--- src/rtl/reaction_game_ctrl_pkg.sv ---
// Shared definitions for the reaction-time game controller.
// Holds the state encoding, the BCD saturation value, the LFSR feedback taps
// and the single-step LFSR helper used by the random-delay generator.
package reaction_game_ctrl_pkg;

    localparam logic [2:0] IDLE      = 3'd0;
    localparam logic [2:0] WAIT_RAND = 3'd1;
    localparam logic [2:0] TIMING    = 3'd2;
    localparam logic [2:0] DONE      = 3'd3;
    localparam logic [2:0] FOUL      = 3'd4;

    typedef enum logic [2:0] {
        S_IDLE      = IDLE,
        S_WAIT_RAND = WAIT_RAND,
        S_TIMING    = TIMING,
        S_DONE      = DONE,
        S_FOUL      = FOUL
    } state_e;

    localparam logic [11:0] BCD_MAX   = 12'h999;
    localparam logic [15:0] LFSR_TAPS = 16'hB400;

    // Right-shifting Galois step: the bit shifted out folds back onto the taps.
    function automatic logic [15:0] lfsr_step(input logic [15:0] s);
        return (s >> 1) ^ (s[0] ? LFSR_TAPS : 16'h0000);
    endfunction

endpackage

--- src/rtl/reaction_game_ctrl_lfsr16.sv ---
// 16-bit Galois LFSR, advancing on every clock; source of the random delay.
// Ports:
//   clk_i    system clock
//   ar_i     synchronous active-high reset, loads SEED
//   state_o  current 16-bit LFSR state
module lfsr16
    import reaction_game_ctrl_pkg::*;
#(
    parameter logic [15:0] SEED = 16'hACE1
) (
    input  logic        clk_i,
    input  logic        ar_i,
    output logic [15:0] state_o
);

    logic [15:0] lfsr_q;
    logic [15:0] lfsr_d;

    assign lfsr_d  = lfsr_step(lfsr_q);
    assign state_o = lfsr_q;

    always_ff @(posedge clk_i) begin
        if (ar_i) begin
            lfsr_q <= SEED;
        end else begin
            lfsr_q <= lfsr_d;
        end
    end

endmodule

--- src/rtl/reaction_game_ctrl.sv ---
// Reaction-time game sequencer.
// A go press arms a round and waits a pseudo-random number of milliseconds,
// then lights the go lamp and lets the external BCD counter run off the
// millisecond tick. A stop press captures the count and tracks the best time.
// Stopping before the lamp is a false start; a counter overflow ends the round
// with 999.
// Ports:
//   clk_i           system clock
//   ar_i            synchronous active-high reset
//   btn_go_i        go button level (synchronized)
//   btn_stop_i      stop button level (synchronized)
//   cnt_bcd_i       counter value {hundreds, tens, ones}
//   cnt_ovf_i       counter sitting at 999
//   ctr_clr_o       counter clear, held while waiting for the lamp
//   ctr_en_o        counter increment pulse, one per ms while timing
//   go_lamp_o       lamp, high while timing
//   result_bcd_o    last captured time
//   best_bcd_o      best valid time since reset
//   result_valid_o  high in DONE
//   false_start_o   high in FOUL
//   new_best_o      one-cycle pulse when best_bcd_o changes
//
// state     | meaning
// ----------+-----------------------------------------------
// IDLE      | after reset, waiting for the first go press
// WAIT_RAND | random pre-lamp delay running, counter held clear
// TIMING    | lamp lit, counter running
// DONE      | result captured, waiting for next go press
// FOUL      | stop pressed before the lamp, waiting for go
module reaction_game_ctrl
    import reaction_game_ctrl_pkg::*;
#(
    parameter int          TICK_DIV     = 10000,
    parameter int          MIN_DELAY_MS = 1000,
    parameter int          RAND_BITS    = 11,
    parameter logic [15:0] LFSR_SEED    = 16'hACE1
) (
    input  logic        clk_i,
    input  logic        ar_i,
    input  logic        btn_go_i,
    input  logic        btn_stop_i,
    input  logic [11:0] cnt_bcd_i,
    input  logic        cnt_ovf_i,
    output logic        ctr_clr_o,
    output logic        ctr_en_o,
    output logic        go_lamp_o,
    output logic [11:0] result_bcd_o,
    output logic [11:0] best_bcd_o,
    output logic        result_valid_o,
    output logic        false_start_o,
    output logic        new_best_o
);

    localparam int DIV_W = (TICK_DIV > 1) ? $clog2(TICK_DIV) : 1;
    localparam int DLY_W = $clog2(MIN_DELAY_MS + (1 << RAND_BITS));

    state_e             state_q, state_d;
    logic               go_prev_q, stop_prev_q;
    logic [DIV_W-1:0]   div_q, div_d;
    logic [DLY_W-1:0]   delay_q, delay_d;
    logic [11:0]        result_q, result_d;
    logic [11:0]        best_q, best_d;
    logic               new_best_q, new_best_d;

    logic [15:0]        lfsr_state;
    logic [DLY_W-1:0]   delay_load;
    logic               go_rise, stop_rise, ms_tick;
    logic               unused_lfsr;

    lfsr16 #(
        .SEED (LFSR_SEED)
    ) u_lfsr (
        .clk_i   (clk_i),
        .ar_i    (ar_i),
        .state_o (lfsr_state)
    );

    assign unused_lfsr = ^lfsr_state[15:RAND_BITS];

    assign go_rise    = btn_go_i & ~go_prev_q;
    assign stop_rise  = btn_stop_i & ~stop_prev_q;
    assign ms_tick    = (div_q == DIV_W'(TICK_DIV - 1));
    assign delay_load = DLY_W'(MIN_DELAY_MS) + DLY_W'(lfsr_state[RAND_BITS-1:0]);

    always_comb begin
        state_d    = state_q;
        delay_d    = delay_q;
        result_d   = result_q;
        best_d     = best_q;
        new_best_d = 1'b0;
        div_d      = ms_tick ? '0 : div_q + 1'b1;

        case (state_q)
            S_IDLE, S_DONE, S_FOUL: begin
                if (go_rise) begin
                    state_d = S_WAIT_RAND;
                    delay_d = delay_load;
                    div_d   = '0;
                end
            end
            S_WAIT_RAND: begin
                // A stop press beats expiry landing in the same cycle.
                if (stop_rise) begin
                    state_d = S_FOUL;
                end else if ((delay_q == '0) || (ms_tick && (delay_q == DLY_W'(1)))) begin
                    state_d = S_TIMING;
                    div_d   = '0;
                end else if (ms_tick) begin
                    delay_d = delay_q - 1'b1;
                end
            end
            S_TIMING: begin
                if (stop_rise) begin
                    state_d  = S_DONE;
                    result_d = cnt_bcd_i;
                    // Packed BCD orders the same as its decimal value.
                    if (cnt_bcd_i < best_q) begin
                        best_d     = cnt_bcd_i;
                        new_best_d = 1'b1;
                    end
                end else if (cnt_ovf_i) begin
                    state_d  = S_DONE;
                    result_d = BCD_MAX;
                end
            end
            default: begin
                state_d = S_IDLE;
            end
        endcase
    end

    always_ff @(posedge clk_i) begin
        if (ar_i) begin
            state_q     <= S_IDLE;
            go_prev_q   <= 1'b1;
            stop_prev_q <= 1'b1;
            div_q       <= '0;
            delay_q     <= '0;
            result_q    <= 12'h000;
            best_q      <= BCD_MAX;
            new_best_q  <= 1'b0;
        end else begin
            state_q     <= state_d;
            go_prev_q   <= btn_go_i;
            stop_prev_q <= btn_stop_i;
            div_q       <= div_d;
            delay_q     <= delay_d;
            result_q    <= result_d;
            best_q      <= best_d;
            new_best_q  <= new_best_d;
        end
    end

    assign ctr_clr_o      = (state_q == S_WAIT_RAND);
    assign go_lamp_o      = (state_q == S_TIMING);
    assign ctr_en_o       = go_lamp_o & ms_tick;
    assign result_valid_o = (state_q == S_DONE);
    assign false_start_o  = (state_q == S_FOUL);
    assign result_bcd_o   = result_q;
    assign best_bcd_o     = best_q;
    assign new_best_o     = new_best_q;

endmodule

--- config.mk ---
export PLATFORM = sky130hd
export DESIGN_NAME = reaction_game_ctrl
export DESIGN_NICKNAME = d
export VERILOG_FILES = /design/src/rtl/reaction_game_ctrl_pkg.sv /design/src/rtl/reaction_game_ctrl_lfsr16.sv /design/src/rtl/reaction_game_ctrl.sv
export SDC_FILE = /design/constraint.sdc
export NUM_CORES = 1
export LEC_CHECK = 0
export BUFFER_PORTS_ARGS = -buffer_cell sky130_fd_sc_hd__buf_2
export CAP_MARGIN = 20
export CORE_MARGIN = 3
export CORE_UTILIZATION = 25
export CTS_BUF_LIST = sky130_fd_sc_hd__clkbuf_8
export CTS_CLUSTER_SIZE = 20
export DETAILED_ROUTE_END_ITERATION = 8
export GPL_ROUTABILITY_DRIVEN = 0
export GPL_TIMING_DRIVEN = 1
export PLACE_DENSITY_LB_ADDON = 0.3
export SYNTH_ARGS = -nofsm -noshare
export SYNTH_HDL_FRONTEND = slang
export SYNTH_SLANG_ARGS = --single-unit
--- constraint.sdc ---
create_clock -name clk_i -period 2.85 [get_ports clk_i]
set_clock_uncertainty 0.1 [all_clocks]
set_input_delay 0.57 -clock clk_i [delete_from_list [all_inputs] [get_ports clk_i]]
set_output_delay 0.57 -clock clk_i [all_outputs]
set_load 0.01 [all_outputs]
# Yosys cells after proc, flatten, opt, wreduce, memory -nomap -nowiden
# Index checks and enable logic that the tools add are counted.
[word_totals]
regBits = 72
latch_bits = 0
mem_bits_rw = 0
romBits = 0
in_bits = 17
memories = 0
[op_classes]
add_sub_neg = 3
multipliers = 0
div_mod_pow = 0
order_cmp = 1
eq_ne = 12
shift = 0
muxes = 20
bitwise = 8
reduce_logical = 12
[ops]
columns = ["operator", "n"]
rows = [
  ["2-to-1 mux 12 bit", 6],
  ["2-to-1 mux 14 bit", 4],
  ["one-hot mux 14 bit (2 select lines)", 1],
  ["one-hot mux 12 bit (2 select lines)", 1],
  ["2-to-1 mux 16 bit", 1],
  ["XOR 15 x 16 -> 16 bit", 1],
  ["2-to-1 mux 3 bit", 5],
  ["adder 14 x 1 -> 14 bit (second input constant)", 1],
  ["equality test 14 bit (second input constant)", 1],
  ["adder 10 x 11 -> 12 bit (first input constant)", 1],
  ["equality test 12 x 1 -> 1 bit (second input constant)", 1],
  ["logical NOT 12 bit", 1],
  ["< comparator 12 bit", 1],
  ["subtractor 12 x 1 -> 12 bit (second input constant)", 1],
  ["one-hot mux 3 bit (3 select lines)", 1],
  ["equality test 3 x 2 -> 1 bit (second input constant)", 2],
  ["inequality test 2 bit (second input constant)", 3],
  ["AND reduction 3 bit", 2],
  ["OR reduction 3 bit", 2],
  ["AND reduction 5 bit", 1],
  ["NOT 1 bit", 4],
  ["nonzero test 2 bit", 2],
  ["bitwise AND 1 bit", 3],
  ["equality test 3 x 1 -> 1 bit (second input constant)", 1],
  ["9 further kinds", 9],
]

# Longest topological paths before layout
[depth]
depth_word = 6
depth_mapped = 8
ltp_nobuf = 7

# Cells and area by module
# From an unflattened synthesis, not the netlist that was laid out.
[hier_totals]
hier_cells = 404
area_unflattened_um2 = 3555.9
[by_module_without_submodules]
columns = ["module", "n_inst", "cells_per_inst", "area_per_inst_um2", "seq_area_each_um2"]
rows = [
  ["reaction_game_ctrl", 1, 355, 2995.4, 1121.1],
  ["lfsr16", 1, 49, 560.5, 320.3],
]

# Worst setup path before layout
# OpenSTA, ideal clock, no wires.
[synth_path]
path_kind = "input-to-reg"
start = "input port cnt_bcd_i[1]"
end = "register best_q[10] (netlist: best_bcd_o[10])"
setup_ns = 0.072
t_arrival_ns = 2.239
setup_slack_ns = 0.439
cell_stages = 6
path_cell_list = "ha_1 a2111oi_0 o32ai_1 nor4b_2 buf_2 mux2i_1"
[synth_via]
elab_chain_cells = 2
[synth_rtl]
columns = ["element", "line", "rtl"]
rows = [
  ["start: declaration", "reaction_game_ctrl.sv:42", "input logic [11:0] cnt_bcd_i,"],
  ["< comparator 12 bit", "reaction_game_ctrl.sv:117", "if (cnt_bcd_i < best_q) begin"],
  ["AND reduction 3 bit (no line)", "--", ""],
  ["end signal: assignment", "reaction_game_ctrl.sv:149", "best_q <= best_d;"],
  ["end: declaration", "reaction_game_ctrl.sv:62", "logic [11:0] best_q, best_d;"],
]
# No other way between the ends.
# A chain may end at the register's enable or synchronous reset.

# Worst setup path in the final report
[layout_path]
start = "register div_q[11]"
end = "output port ctr_en_o"
[layout_via]
elab_chain_cells = 2
[layout_rtl]
columns = ["element", "line", "rtl"]
rows = [
  ["start: declaration", "reaction_game_ctrl.sv:59", "logic [DIV_W-1:0] div_q, div_d;"],
  ["start signal: assignment", "reaction_game_ctrl.sv:146", "div_q <= div_d;"],
  ["equality test 14 bit", "reaction_game_ctrl.sv:82", "assign ms_tick = (div_q == DIV_W'(TICK_DIV - 1));"],
  ["bitwise AND 1 bit", "reaction_game_ctrl.sv:156", "assign ctr_en_o = go_lamp_o & ms_tick;"],
  ["end: declaration", "reaction_game_ctrl.sv:45", "output logic ctr_en_o,"],
]
# No other way between the ends.

==> key figures <==
Drt
  • Vias per cell: 4.76
  • Detailed router's first-iteration violation count: 191
  • Initial DRT Pass Iterations: 4
  • WL per Instance: 13.4 µm
  • # DRC: 0
  • DRT antenna net count: 0
  • Final WL: 8540 µm
  • Routed vias: 3,026

Place
  • Port bufs: 46
  • Cells after DPL: 620
  • Detailed placement HPWL: 6290 µm
  • Placed cell area: 0.00393 mm²

Finish
  • Ant diodes: 0
  • Post-route insts no fill: 636
  • Layout fillers: 1,430
  • Synth-to-Final Area Change: 19.2%
  • Share of cells above drive strength 1: 0.193
  • Fin area: 0.00413 mm²
  • Post-layout nets: 487

GRT
  • Gr usage total: 0.120
  • Antenna violations before repair: 0
  • Remaining global-route overflow: 0
  • Largest net degree at the start of global routing: 24
  • First-pass GRT wire length: 14,400 µm
  • Number of global-route vias before repair: 2,907

Logic synthesis
  • Synthesized cell area: 0.00347 mm²
  • FFs w/ async S/R, synth: 0
  • Netlist cell types: 54
  • Post-Syn Instances: 405
  • Synth warn: 0
  • Sequential share of the synthesized area: 0.416
  • Flops & latches, synth: 72
  • Number of flops mapped to enable cells by yosys: 0
  • Syn_nets: 437
  • Synth Flop Type: dfxtp_1
  • Synth Area per Inst: 8.56 µm²

STA
  • RSZ-0062 raised after global routing: false
  • Final TNS setup: 0 ps
  • Fin. Hold Viols: 0
  • Worst Max-Slew Pin Slew: 709 ps
  • # setup viols final: 0
  • F_max: 366 MHz
  • Max-Slew Margin vs Limit: 0.527
  • Final worst path period share: 0.959
  • Crit path time final: 2730 ps
  • Slew Limit Fails: 0
  • Hold Slack: 302 ps

Min path
  • Hold depth: 3
  • HP Class: input pin to flip-flop
  • Hold worst-path end: go_prev_q$_SDFF_PP1_
  • Hold Crit Start: btn_go_i

Power and ir drop
  • Power Dens Cells: 810 mW/mm²
  • Final Total Pwr: 3.35 mW
  • Static leakage: 1.68 nW
  • Worst-case vdd ir drop: 0.483 mV

CTS
  • Clk_lat worst skew: 360 ps
  • Cts hold-fix bufs: 0
  • Clock sinks: 72
  • TritonCTS clock tree: yes
  • Post-CTS setup buffers: 0
  • Post-CTS resize count: 0
  • CTS clk-pin slew, worst paths: 80 ps
  • H-tree levels: 3
  • Deepest clock path buffer count: 2
  • CTS buffer count: 9
  • Clock root buffer: clkbuf_8

Worst setup path
  • Critical R2R Capture: delay_q[4]$_SDFFE_PP0P_
  • Req. time, crit path: 2180 ps
  • Worst reg2reg path startpoint: div_q[11]$_SDFF_PP0_
  • CP endpoint kind: output port
  • CP Launch Type: flip-flop
  • Slack of the worst reg-to-reg path: 370 ps
  • CP Max Fanout: 5
  • Worst Reg2Reg Path Length in Cells: 5
  • Worst Path Arrival: 2060 ps
  • CP Class: flip-flop to output port

Floorplanning
  • Cell Rows: 42
  • Die ar.: 0.0153 mm²
  • I/O pin count: 47
  • Starting Density: 0.259
  • Die height: 124 µm
  • Core Area: 0.0134 mm²
  • Die width: 124 µm

Status
  • Status: finished, final reports clean

Run
  • Max-capacitance violation count: 0
-- sequential cells by signal (all words and copies together) (netlist names) --
signal and cells:
best_bcd_o 12, delay_q 12, div_q 14, go_prev_q 1
new_best_o 1, result_bcd_o 12, state_q 3, stop_prev_q 1
u_lfsr.state_o 16
-- synthesized netlist by cell type, drive strengths merged (4+ instances only) --
cell    count  area, µm²
or4         7       60.1
and2        4       25.0
dfxtp      72       1440
ha         15        188
nand4       4       25.0
or2         7       43.8
nor3        7       35.0
xnor2      14        123
inv        21       78.8
nand3      11       55.1
mux2i      12        120
o31ai       8       60.1
xor2        6       52.6
nor4        5       31.3
o21ai       8       43.8
nor2b      10       62.6
a21oi      19       95.1
nand2      35        131
clkbuf     14       52.6
nor2       62        233
buf         5       30.0
a22oi       8       60.1
o22ai       7       43.8
-- worst max path at each step --
stage / cells past startpoint / from / to / slack [ps]
after floorplan: 6 / cnt_bcd_i[1] / best_bcd_o[10]$_SDFFE_PP0P_ / 440
after global placement: 7 / cnt_bcd_i[1] / best_bcd_o[4]$_SDFFE_PP1P_ / 250
after detailed placement: 7 / cnt_bcd_i[1] / best_bcd_o[5]$_SDFFE_PP0P_ / 230
after CTS: 4 / div_q[11]$_SDFF_PP0_ / ctr_en_o / 100
after global routing: 4 / div_q[11]$_SDFF_PP0_ / ctr_en_o / 20
final: 4 / div_q[11]$_SDFF_PP0_ / ctr_en_o / 120
-- worst max-delay path: stages (launching register included) --
cell and delay (ps):
dfxtp_1 350, or4_4 540, or4_4 570, nor2_1 110, buf_2 140
-- metal layers --
metal | vias up | wire length (µm) | track usage | share of wire
met2 | 59 | 3930 | 0.184 | 0.46
li1 | 1525 | - | - | -
met3 | 12 | 308 | 0.0300 | 0.036
met4 | 0 | 137 | 0.0422 | 0.016
met1 | 1430 | 4160 | 0.163 | 0.49
met5 | - | 0 | 0 | 0
-- per-stage QoR --
step	setup slack, ps	util
2_1_floorplan	439	-
3_3_place_gp	252	0.293
3_5_place_dp	230	0.293
4_1_cts	97.6	0.308
5_1_grt	20.8	0.308
6_report	118	0.308
-- cells by family (layout without fill, tap and decap cells) --
group,Yosys count,count (layout),share of synthesized area
adder cells (fa/ha/maj),15,15,0.0542
AND/OR/NAND/NOR,170,170,0.245
buffers and inverters,40,95,0.0466
multiplexers,12,12,0.0347
flip-flops,72,72,0.416
XOR/XNOR,20,20,0.0505
AO/OA/AOI/OAI,76,76,0.153
-- cells in the final DEF, fill, tap and decap left out, drive strengths merged, types with 8 or more instances in the layout --
master,n
nand3,11
a22oi,8
ha,15
xnor2,14
nor2,62
mux2i,12
nand2,35
nor2b,10
inv,22
a21oi,19
o21ai,8
dfxtp,72
o31ai,8
buf,58
clkbuf,10
-- report_power, final --
| group | switching [mW] | internal [mW] |
|---|---|---|
| Combinational | 0.782 | 0.492 |
| Sequential | 0.125 | 1.13 |
| Clock | 0.390 | 0.423 |
-- cell type report --
class                           count  area (µm²)  area share
Clock buffer                       10         138      0.0333
Clock inverter                      6        60.1      0.0145
Tap cell                          176         220      0.0533
Timing Repair Buffer               58         320      0.0776
Sequential cell                    72        1440       0.349
Inverter                           21        78.8      0.0191
Multi-Input combinational cell    293        1870       0.453
Note: power is estimated with default switching activity, not from simulation.
